**src/rtl/keypad_pkg.sv**
```systemverilog
// Shared definitions for the keypad event controller: FSM encoding,
// key_code field positions and event word layout.
package keypad_pkg;

    typedef enum logic [1:0] {
        ST_IDLE     = 2'd0,
        ST_DB_PRESS = 2'd1,
        ST_HELD     = 2'd2,
        ST_DB_REL   = 2'd3
    } kp_state_t;

    // key_code layout: [4] key present, [3:0] key value
    localparam int KC_W       = 5;
    localparam int KC_PRESENT = 4;
    localparam int KC_KEY_MSB = 3;
    localparam int KC_KEY_LSB = 0;
    localparam int KEY_W      = KC_KEY_MSB - KC_KEY_LSB + 1;

    // event layout: [4] kind, [3:0] key
    localparam int   EV_W       = 5;
    localparam logic EV_PRESS   = 1'b1;
    localparam logic EV_RELEASE = 1'b0;

    typedef logic [KEY_W-1:0] key_t;
    typedef logic [EV_W-1:0]  event_t;

    function automatic event_t make_event(input logic kind, input key_t key);
        return {kind, key};
    endfunction

endpackage

```
**src/rtl/keypad_evt_fifo.sv**
```systemverilog
// First-word-fall-through event queue with sticky overflow flag.
// A push into a full queue is accepted only when a pop frees a slot in the same cycle.
module keypad_evt_fifo
    import keypad_pkg::*;
#(
    parameter int DEPTH = 4
) (
    input  logic                     clk,
    input  logic                     rst,
    input  logic                     push,
    input  event_t                   push_data,
    input  logic                     ready,
    output logic                     valid,
    output event_t                   head,
    output logic [$clog2(DEPTH):0]   count,
    output logic                     overflow,
    input  logic                     ovf_clr
);

    localparam int AW = $clog2(DEPTH);
    localparam logic [AW:0] FULL_CNT = DEPTH[AW:0];

    event_t         mem [DEPTH];
    logic [AW-1:0]  wr_ptr;
    logic [AW-1:0]  rd_ptr;
    logic [AW:0]    cnt_q;
    logic           ovf_q;

    logic full;
    logic pop;
    logic wr_en;
    logic drop;

    assign full  = (cnt_q == FULL_CNT);
    assign valid = (cnt_q != '0);
    assign pop   = valid && ready;
    assign wr_en = push && (!full || pop);
    assign drop  = push && full && !pop;

    // NOTE: state registers use non-blocking assignments so every flop samples pre-edge values.
    always_ff @(posedge clk) begin
        if (!rst) begin
            wr_ptr <= '0;
            rd_ptr <= '0;
            cnt_q  <= '0;
            ovf_q  <= 1'b0;
        end else begin
            // power-of-two depth: pointer increment wraps on its own
            if (wr_en) wr_ptr <= wr_ptr + 1'b1;
            if (pop)   rd_ptr <= rd_ptr + 1'b1;
            case ({wr_en, pop})
                2'b10:   cnt_q <= cnt_q + 1'b1;
                2'b01:   cnt_q <= cnt_q - 1'b1;
                default: cnt_q <= cnt_q;
            endcase
            if (drop)         ovf_q <= 1'b1;
            else if (ovf_clr) ovf_q <= 1'b0;
        end
    end

    // NOTE: storage is not reset; occupancy tracking alone decides which entries are meaningful.
    always_ff @(posedge clk) begin
        if (wr_en) mem[wr_ptr] <= push_data;
    end

    // empty queue shows zero rather than a stale slot
    assign head     = valid ? mem[rd_ptr] : '0;
    assign count    = cnt_q;
    assign overflow = ovf_q;

endmodule

```
**src/rtl/keypad_event_ctrl.sv**
```systemverilog
// Keypad debounce controller: samples the scanner once per ms tick, debounces
// press and release, and queues press/release events for a consumer.
module keypad_event_ctrl
    import keypad_pkg::*;
#(
    parameter int CLK_KHZ        = 25000,
    parameter int STABLE_SAMPLES = 4,
    parameter int FIFO_DEPTH     = 4
) (
    input  logic                         clk,
    input  logic                         rst,
    input  logic                         enable,
    input  logic [KC_W-1:0]              key_code,
    output logic                         ev_valid,
    output logic [EV_W-1:0]              ev_data,
    input  logic                         ev_ready,
    output logic [$clog2(FIFO_DEPTH):0]  fifo_count,
    output logic                         overflow,
    input  logic                         ovf_clr,
    output logic                         key_held
);

    localparam int TW = (CLK_KHZ > 1) ? $clog2(CLK_KHZ) : 1;
    localparam int CW = $clog2(STABLE_SAMPLES + 1);
    localparam logic [TW-1:0] TICK_LAST = TW'(CLK_KHZ - 1);
    localparam logic [CW-1:0] CNT_DONE  = CW'(STABLE_SAMPLES);
    localparam logic [CW-1:0] CNT_ONE   = CW'(1);

    logic [TW-1:0] tick_cnt;
    logic          tick;

    kp_state_t     state, state_n;
    key_t          cand, cand_n;
    logic [CW-1:0] cnt, cnt_n;
    logic [CW-1:0] cnt_inc;
    logic          push;
    event_t        push_data;

    logic          key_present;
    key_t          key_val;
    logic          same_key;
    logic          stable;

    always_ff @(posedge clk) begin
        if (!rst) begin
            tick_cnt <= '0;
        end else if (!enable || tick) begin
            tick_cnt <= '0;
        end else begin
            tick_cnt <= tick_cnt + 1'b1;
        end
    end

    assign tick = enable && (tick_cnt == TICK_LAST);

    assign key_present = key_code[KC_PRESENT];
    assign key_val     = key_code[KC_KEY_MSB:KC_KEY_LSB];
    assign same_key    = key_present && (key_val == cand);
    assign cnt_inc     = cnt + 1'b1;
    assign stable      = (cnt_inc >= CNT_DONE);

    always_ff @(posedge clk) begin
        if (!rst) begin
            state <= ST_IDLE;
            cand  <= '0;
            cnt   <= '0;
        end else begin
            state <= state_n;
            cand  <= cand_n;
            cnt   <= cnt_n;
        end
    end

    // NOTE: every output of this block is defaulted first so no path leaves one unassigned (no latches).
    always_comb begin
        state_n   = state;
        cand_n    = cand;
        cnt_n     = cnt;
        push      = 1'b0;
        push_data = '0;

        if (!enable) begin
            state_n = ST_IDLE;
            cnt_n   = '0;
        end else if (tick) begin
            case (state)
                ST_IDLE: begin
                    if (key_present) begin
                        cand_n  = key_val;
                        cnt_n   = CNT_ONE;
                        state_n = ST_DB_PRESS;
                    end
                end
                ST_DB_PRESS: begin
                    if (!key_present) begin
                        state_n = ST_IDLE;
                        cnt_n   = '0;
                    end else if (same_key) begin
                        if (stable) begin
                            push      = 1'b1;
                            push_data = make_event(EV_PRESS, cand);
                            state_n   = ST_HELD;
                            cnt_n     = '0;
                        end else begin
                            cnt_n = cnt_inc;
                        end
                    end else begin
                        // a different key restarts the press debounce on that key
                        cand_n = key_val;
                        cnt_n  = CNT_ONE;
                    end
                end
                ST_HELD: begin
                    if (!same_key) begin
                        cnt_n   = CNT_ONE;
                        state_n = ST_DB_REL;
                    end
                end
                ST_DB_REL: begin
                    if (same_key) begin
                        state_n = ST_HELD;
                        cnt_n   = '0;
                    end else if (stable) begin
                        push      = 1'b1;
                        push_data = make_event(EV_RELEASE, cand);
                        state_n   = ST_IDLE;
                        cnt_n     = '0;
                    end else begin
                        cnt_n = cnt_inc;
                    end
                end
                default: begin
                    state_n = ST_IDLE;
                    cnt_n   = '0;
                end
            endcase
        end
    end

    assign key_held = (state == ST_HELD) || (state == ST_DB_REL);

    keypad_evt_fifo #(
        .DEPTH (FIFO_DEPTH)
    ) u_fifo (
        .clk       (clk),
        .rst       (rst),
        .push      (push),
        .push_data (push_data),
        .ready     (ev_ready),
        .valid     (ev_valid),
        .head      (ev_data),
        .count     (fifo_count),
        .overflow  (overflow),
        .ovf_clr   (ovf_clr)
    );

endmodule

```
**config.mk**
```make
export PLATFORM = sky130hd
export DESIGN_NAME = keypad_event_ctrl
export DESIGN_NICKNAME = d
export VERILOG_FILES = /design/src/rtl/keypad_pkg.sv /design/src/rtl/keypad_evt_fifo.sv /design/src/rtl/keypad_event_ctrl.sv
export SDC_FILE = /design/constraint.sdc
export NUM_CORES = 1
export LEC_CHECK = 0
export BUFFER_PORTS_ARGS = -buffer_cell sky130_fd_sc_hd__clkbuf_2
export CAP_MARGIN = 20
export CORE_AREA = 2 2 78 73
export DETAILED_ROUTE_END_ITERATION = 7
export DIE_AREA = 0 0 80 75
export PLACE_DENSITY = 0.76
export SLEW_MARGIN = 20
export SYNTH_ARGS = -nofsm -noshare
export SYNTH_HDL_FRONTEND = slang
export SYNTH_SLANG_ARGS = --single-unit
```
**constraint.sdc**
```tcl
create_clock -name clk -period 3.1 [get_ports clk]
set_input_delay 0.465 -clock clk [delete_from_list [all_inputs] [get_ports clk]]
set_output_delay 0.465 -clock clk [all_outputs]
set_load 0.005 [all_outputs]
```
==> impl_results.md <==
* Layout Utilization at 0.545
* Synth top area share at 0.272
* Leading area contributor after synthesis: dfxtp_1
* Final cell count without fillers at 323
* Post-CTS Setup Repair Bufs at 0
* CTS sink cnt at 54
* Sequential area share after synthesis at 0.511
* Placed Instance Area at 2690 sq um
* Crit-path slowest cell: or4b_1
* Routed via count at 1682
* RSZ-0062 raised after global routing: false
* Internal power at 952 uW
* Clock Power Share at 0.372
* Starting Density at 0.489
* Compound-gate portion of the synthesized area at 0.0659
* Vias/cell at 5.21
* Setup TNS at 0 ns
* Yosys reg bits at 54
* Die area at 6000 sq um
* Antenna viol nets, final at 0
* Die H at 75 microns
* FP Rows at 25
* CP Class: flop to flop
* Hold buffer count at cts at 0
* Largest net degree at the start of global routing at 19
* Sw frac at 0.213
* Core region area at 5130 sq um
* Tcrit/Tclk final at 0.876
* Design area at 2800 sq um
* Post-Place Cells at 315
* Setup violators final at 0
* Most frequent cells in the layout: dfxtp_1 (34), nor2_1 (32), clkbuf_2 (20), edfxtp_1 (20), and2_1 (15)
* Post-synthesis adder-cell area fraction at 0.0429
* Root Buffer: clkbuf_8
* CP max stage delay at 0.57 ns
* Total CTS buffers at 5
* CP Max Fanout at 4
* Slew Limit Fails at 0
* Yosys cell types at 42
* Psw at 257 uW
* Worst flop-to-flop path startpoint: tick_cnt[3]$_SDFF_PP0_
* Post-Synth Simple-Gate Area at 0.214
* Data arrival, critical path at 2.96 ns
* Final WL at 4400 microns
* NumNets Final at 273
* Synth top area cells: dfxtp_1 (27%), edfxtp_1 (24%), nor2_1 (4.8%)
* Syn Inst Count at 233
* Cell area after synthesis at 2510 sq um
* Global-route wire length before repair at 7440 microns
* Pwr/cell area at 432 nW/um^2
* Area Overhead vs Synth at 11.6%
* Max cap viols at 0
* Final hold violations at 0
* Main combinational cell family by area after synthesis: simple AND/OR/NAND/NOR gates
* Syn avg cell area at 10.8 sq um
* Vias in the first global route at 1649
* Post-DR wirelength/cell at 13.6 microns
* Status: finished, final reports clean
* Post-Synth XOR/XNOR Area at 0.0769
* Number of port buffers at 20
* Syn. warnings at 0
* CTS tree: done
* GPL Wtd Cong at 0.874
* Max-Slew Margin vs Limit at 0.658
* Initial antenna violation count at 0
* H-tree depth at 2
* Clk slew on worst S/H paths at 0.10 ns
* Post-DP HPWL at 3440 microns
* Maximum VDD drop at 0.000340 V
* Io pins at 21
* Worst EP required at 3.35 ns
* FFs w/ async S/R, synth at 0
* Reg power frac at 0.604
* Crit start category: flop
* Die W at 80 microns
* Synth Net Count at 251
* DRC at 0
* Worst Hold Class: input pin to flop
* Mux contribution to synthesized area at 0.0609
* Hold slack at 0.424 ns
* Skew-Pair Late Insertion Delay at 0.31 ns
* Initial drt markers at 76
* Crit path from: tick_cnt[3]$_SDFF_PP0_
* Post_cts resized at 0
* FMAX at 368 MHz
* CP Cell Sequence: or4b_1 > nor4_1 > nand3_1 > a21oi_1 > inv_1 > ha_1 > inv_1 > fa_1 > xor2_1 > or3_1 > a21oi_1
* Ant diodes at 0
* Min cycle time layout at 2.71 ns
* Leak pwr at 0.000932 uW
* Congestion Overflow GR at 0
* Layout cell share with drive strength beyond 1 at 0.176
* Global-route usage over all layers at 0.162
* Post-synth EDFFs at 20
* HP Start: key_code[1]
* Clock Skew at 0.0135 ns
* Worst Tran Pin Value at 0.513 ns
* CTS max path bufs at 2
* Primary FF master, synth: dfxtp_1
* Comb power frac at 0.023
* Most common cell after layout, fill and taps aside: dfxtp_1
* Kind of end point of the critical path: flop
* DR pass1 iterations at 4
## critical path: cells and delay by family (launching register included)
| kind | cells | cell delay, ns |
|---|---|---|
| XOR/XNOR | 1 | 0.07 |
| AO/OA/AOI/OAI | 2 | 0.33 |
| flip-flops | 1 | 0.35 |
| adder cells (fa/ha/maj) | 2 | 0.39 |
| AND/OR/NAND/NOR | 4 | 1.37 |
| buffers and inverters | 2 | 0.14 |
## sequential cells by signal, summed over array words and instances, names as in the netlist, named ones only
signal and flops:
cand 4, u_fifo.overflow 1, tick_cnt 15, u_fifo.mem 20, state 2, u_fifo.count 3, u_fifo.rd_ptr 2, u_fifo.wr_ptr 2
cnt 3
## path summary, 6_finish.rpt
check                                 endpoint  slack (ns)  cells past startpoint
setup / recovery  u_fifo.count[2]$_SDFFE_PN0P_        0.39                     11
hold / removal            cand[1]$_SDFFE_PN0P_        0.42                      3
setup reg to reg  u_fifo.count[2]$_SDFFE_PN0P_        0.39                     11
hold reg to reg         tick_cnt[0]$_SDFF_PP0_        0.45                      1
## Yosys cell counts, types with 2 or more instances
cell        n
a2111oi_0   2
a21o_1      2
a21oi_1     6
and2_1     15
and3_2      2
clkbuf_1    9
dfxtp_1    34
edfxtp_1   20
ha_1        7
inv_1      10
mux2i_1     4
mux4_2      5
nand2_1    10
nand3_1    10
nand4_1     8
nor2_1     32
nor2b_1     2
nor3_1      5
nor4_1      3
o21ai_0     3
or3_1       3
xnor2_1    11
xor2_1     11
## stage by stage
step           power [uW]  worst slack [ns]
3_3_place_gp          775             0.397
6_report             1210             0.385
5_1_grt              1260             0.139
2_1_floorplan         764             0.306
3_5_place_dp          776             0.372
4_1_cts              1220             0.370
## cell type report
cell class	instances	area, sq um
clock buffer	6	93.8
inverter	10	37.5
sequential	54	1280
tap	67	83.8
clock inverter	2	17.5
timing repair buffer	24	130
fill	462	2330
multi-input combinational	160	1150
## power groups by stage
stage | sequential [uW] | combinational [uW] | clock [uW]
after floorplan | 747 | 16.7 | 0
after global placement | 747 | 28.2 | 0
after detailed placement | 747 | 28.3 | 0
after CTS | 731 | 28.5 | 461
after global routing | 731 | 31.2 | 493
final | 731 | 28.3 | 451
## cell families after synthesis
family,Yosys count
multiplexers,9
AO/OA/AOI/OAI,21
flip-flops,54
AND/OR/NAND/NOR,100
XOR/XNOR,22
adder cells (fa/ha/maj),8
buffers and inverters,19
## per-layer routing
layer	up-vias	global-route usage	part of all wire
li1	869	-	-
met1	777	0.188	0.42
met2	27	0.302	0.53
met3	9	0.0336	0.032
met4	0	0.0546	0.015
met5	-	0	0
No activity file was read; power rests on OpenSTA's default activity.
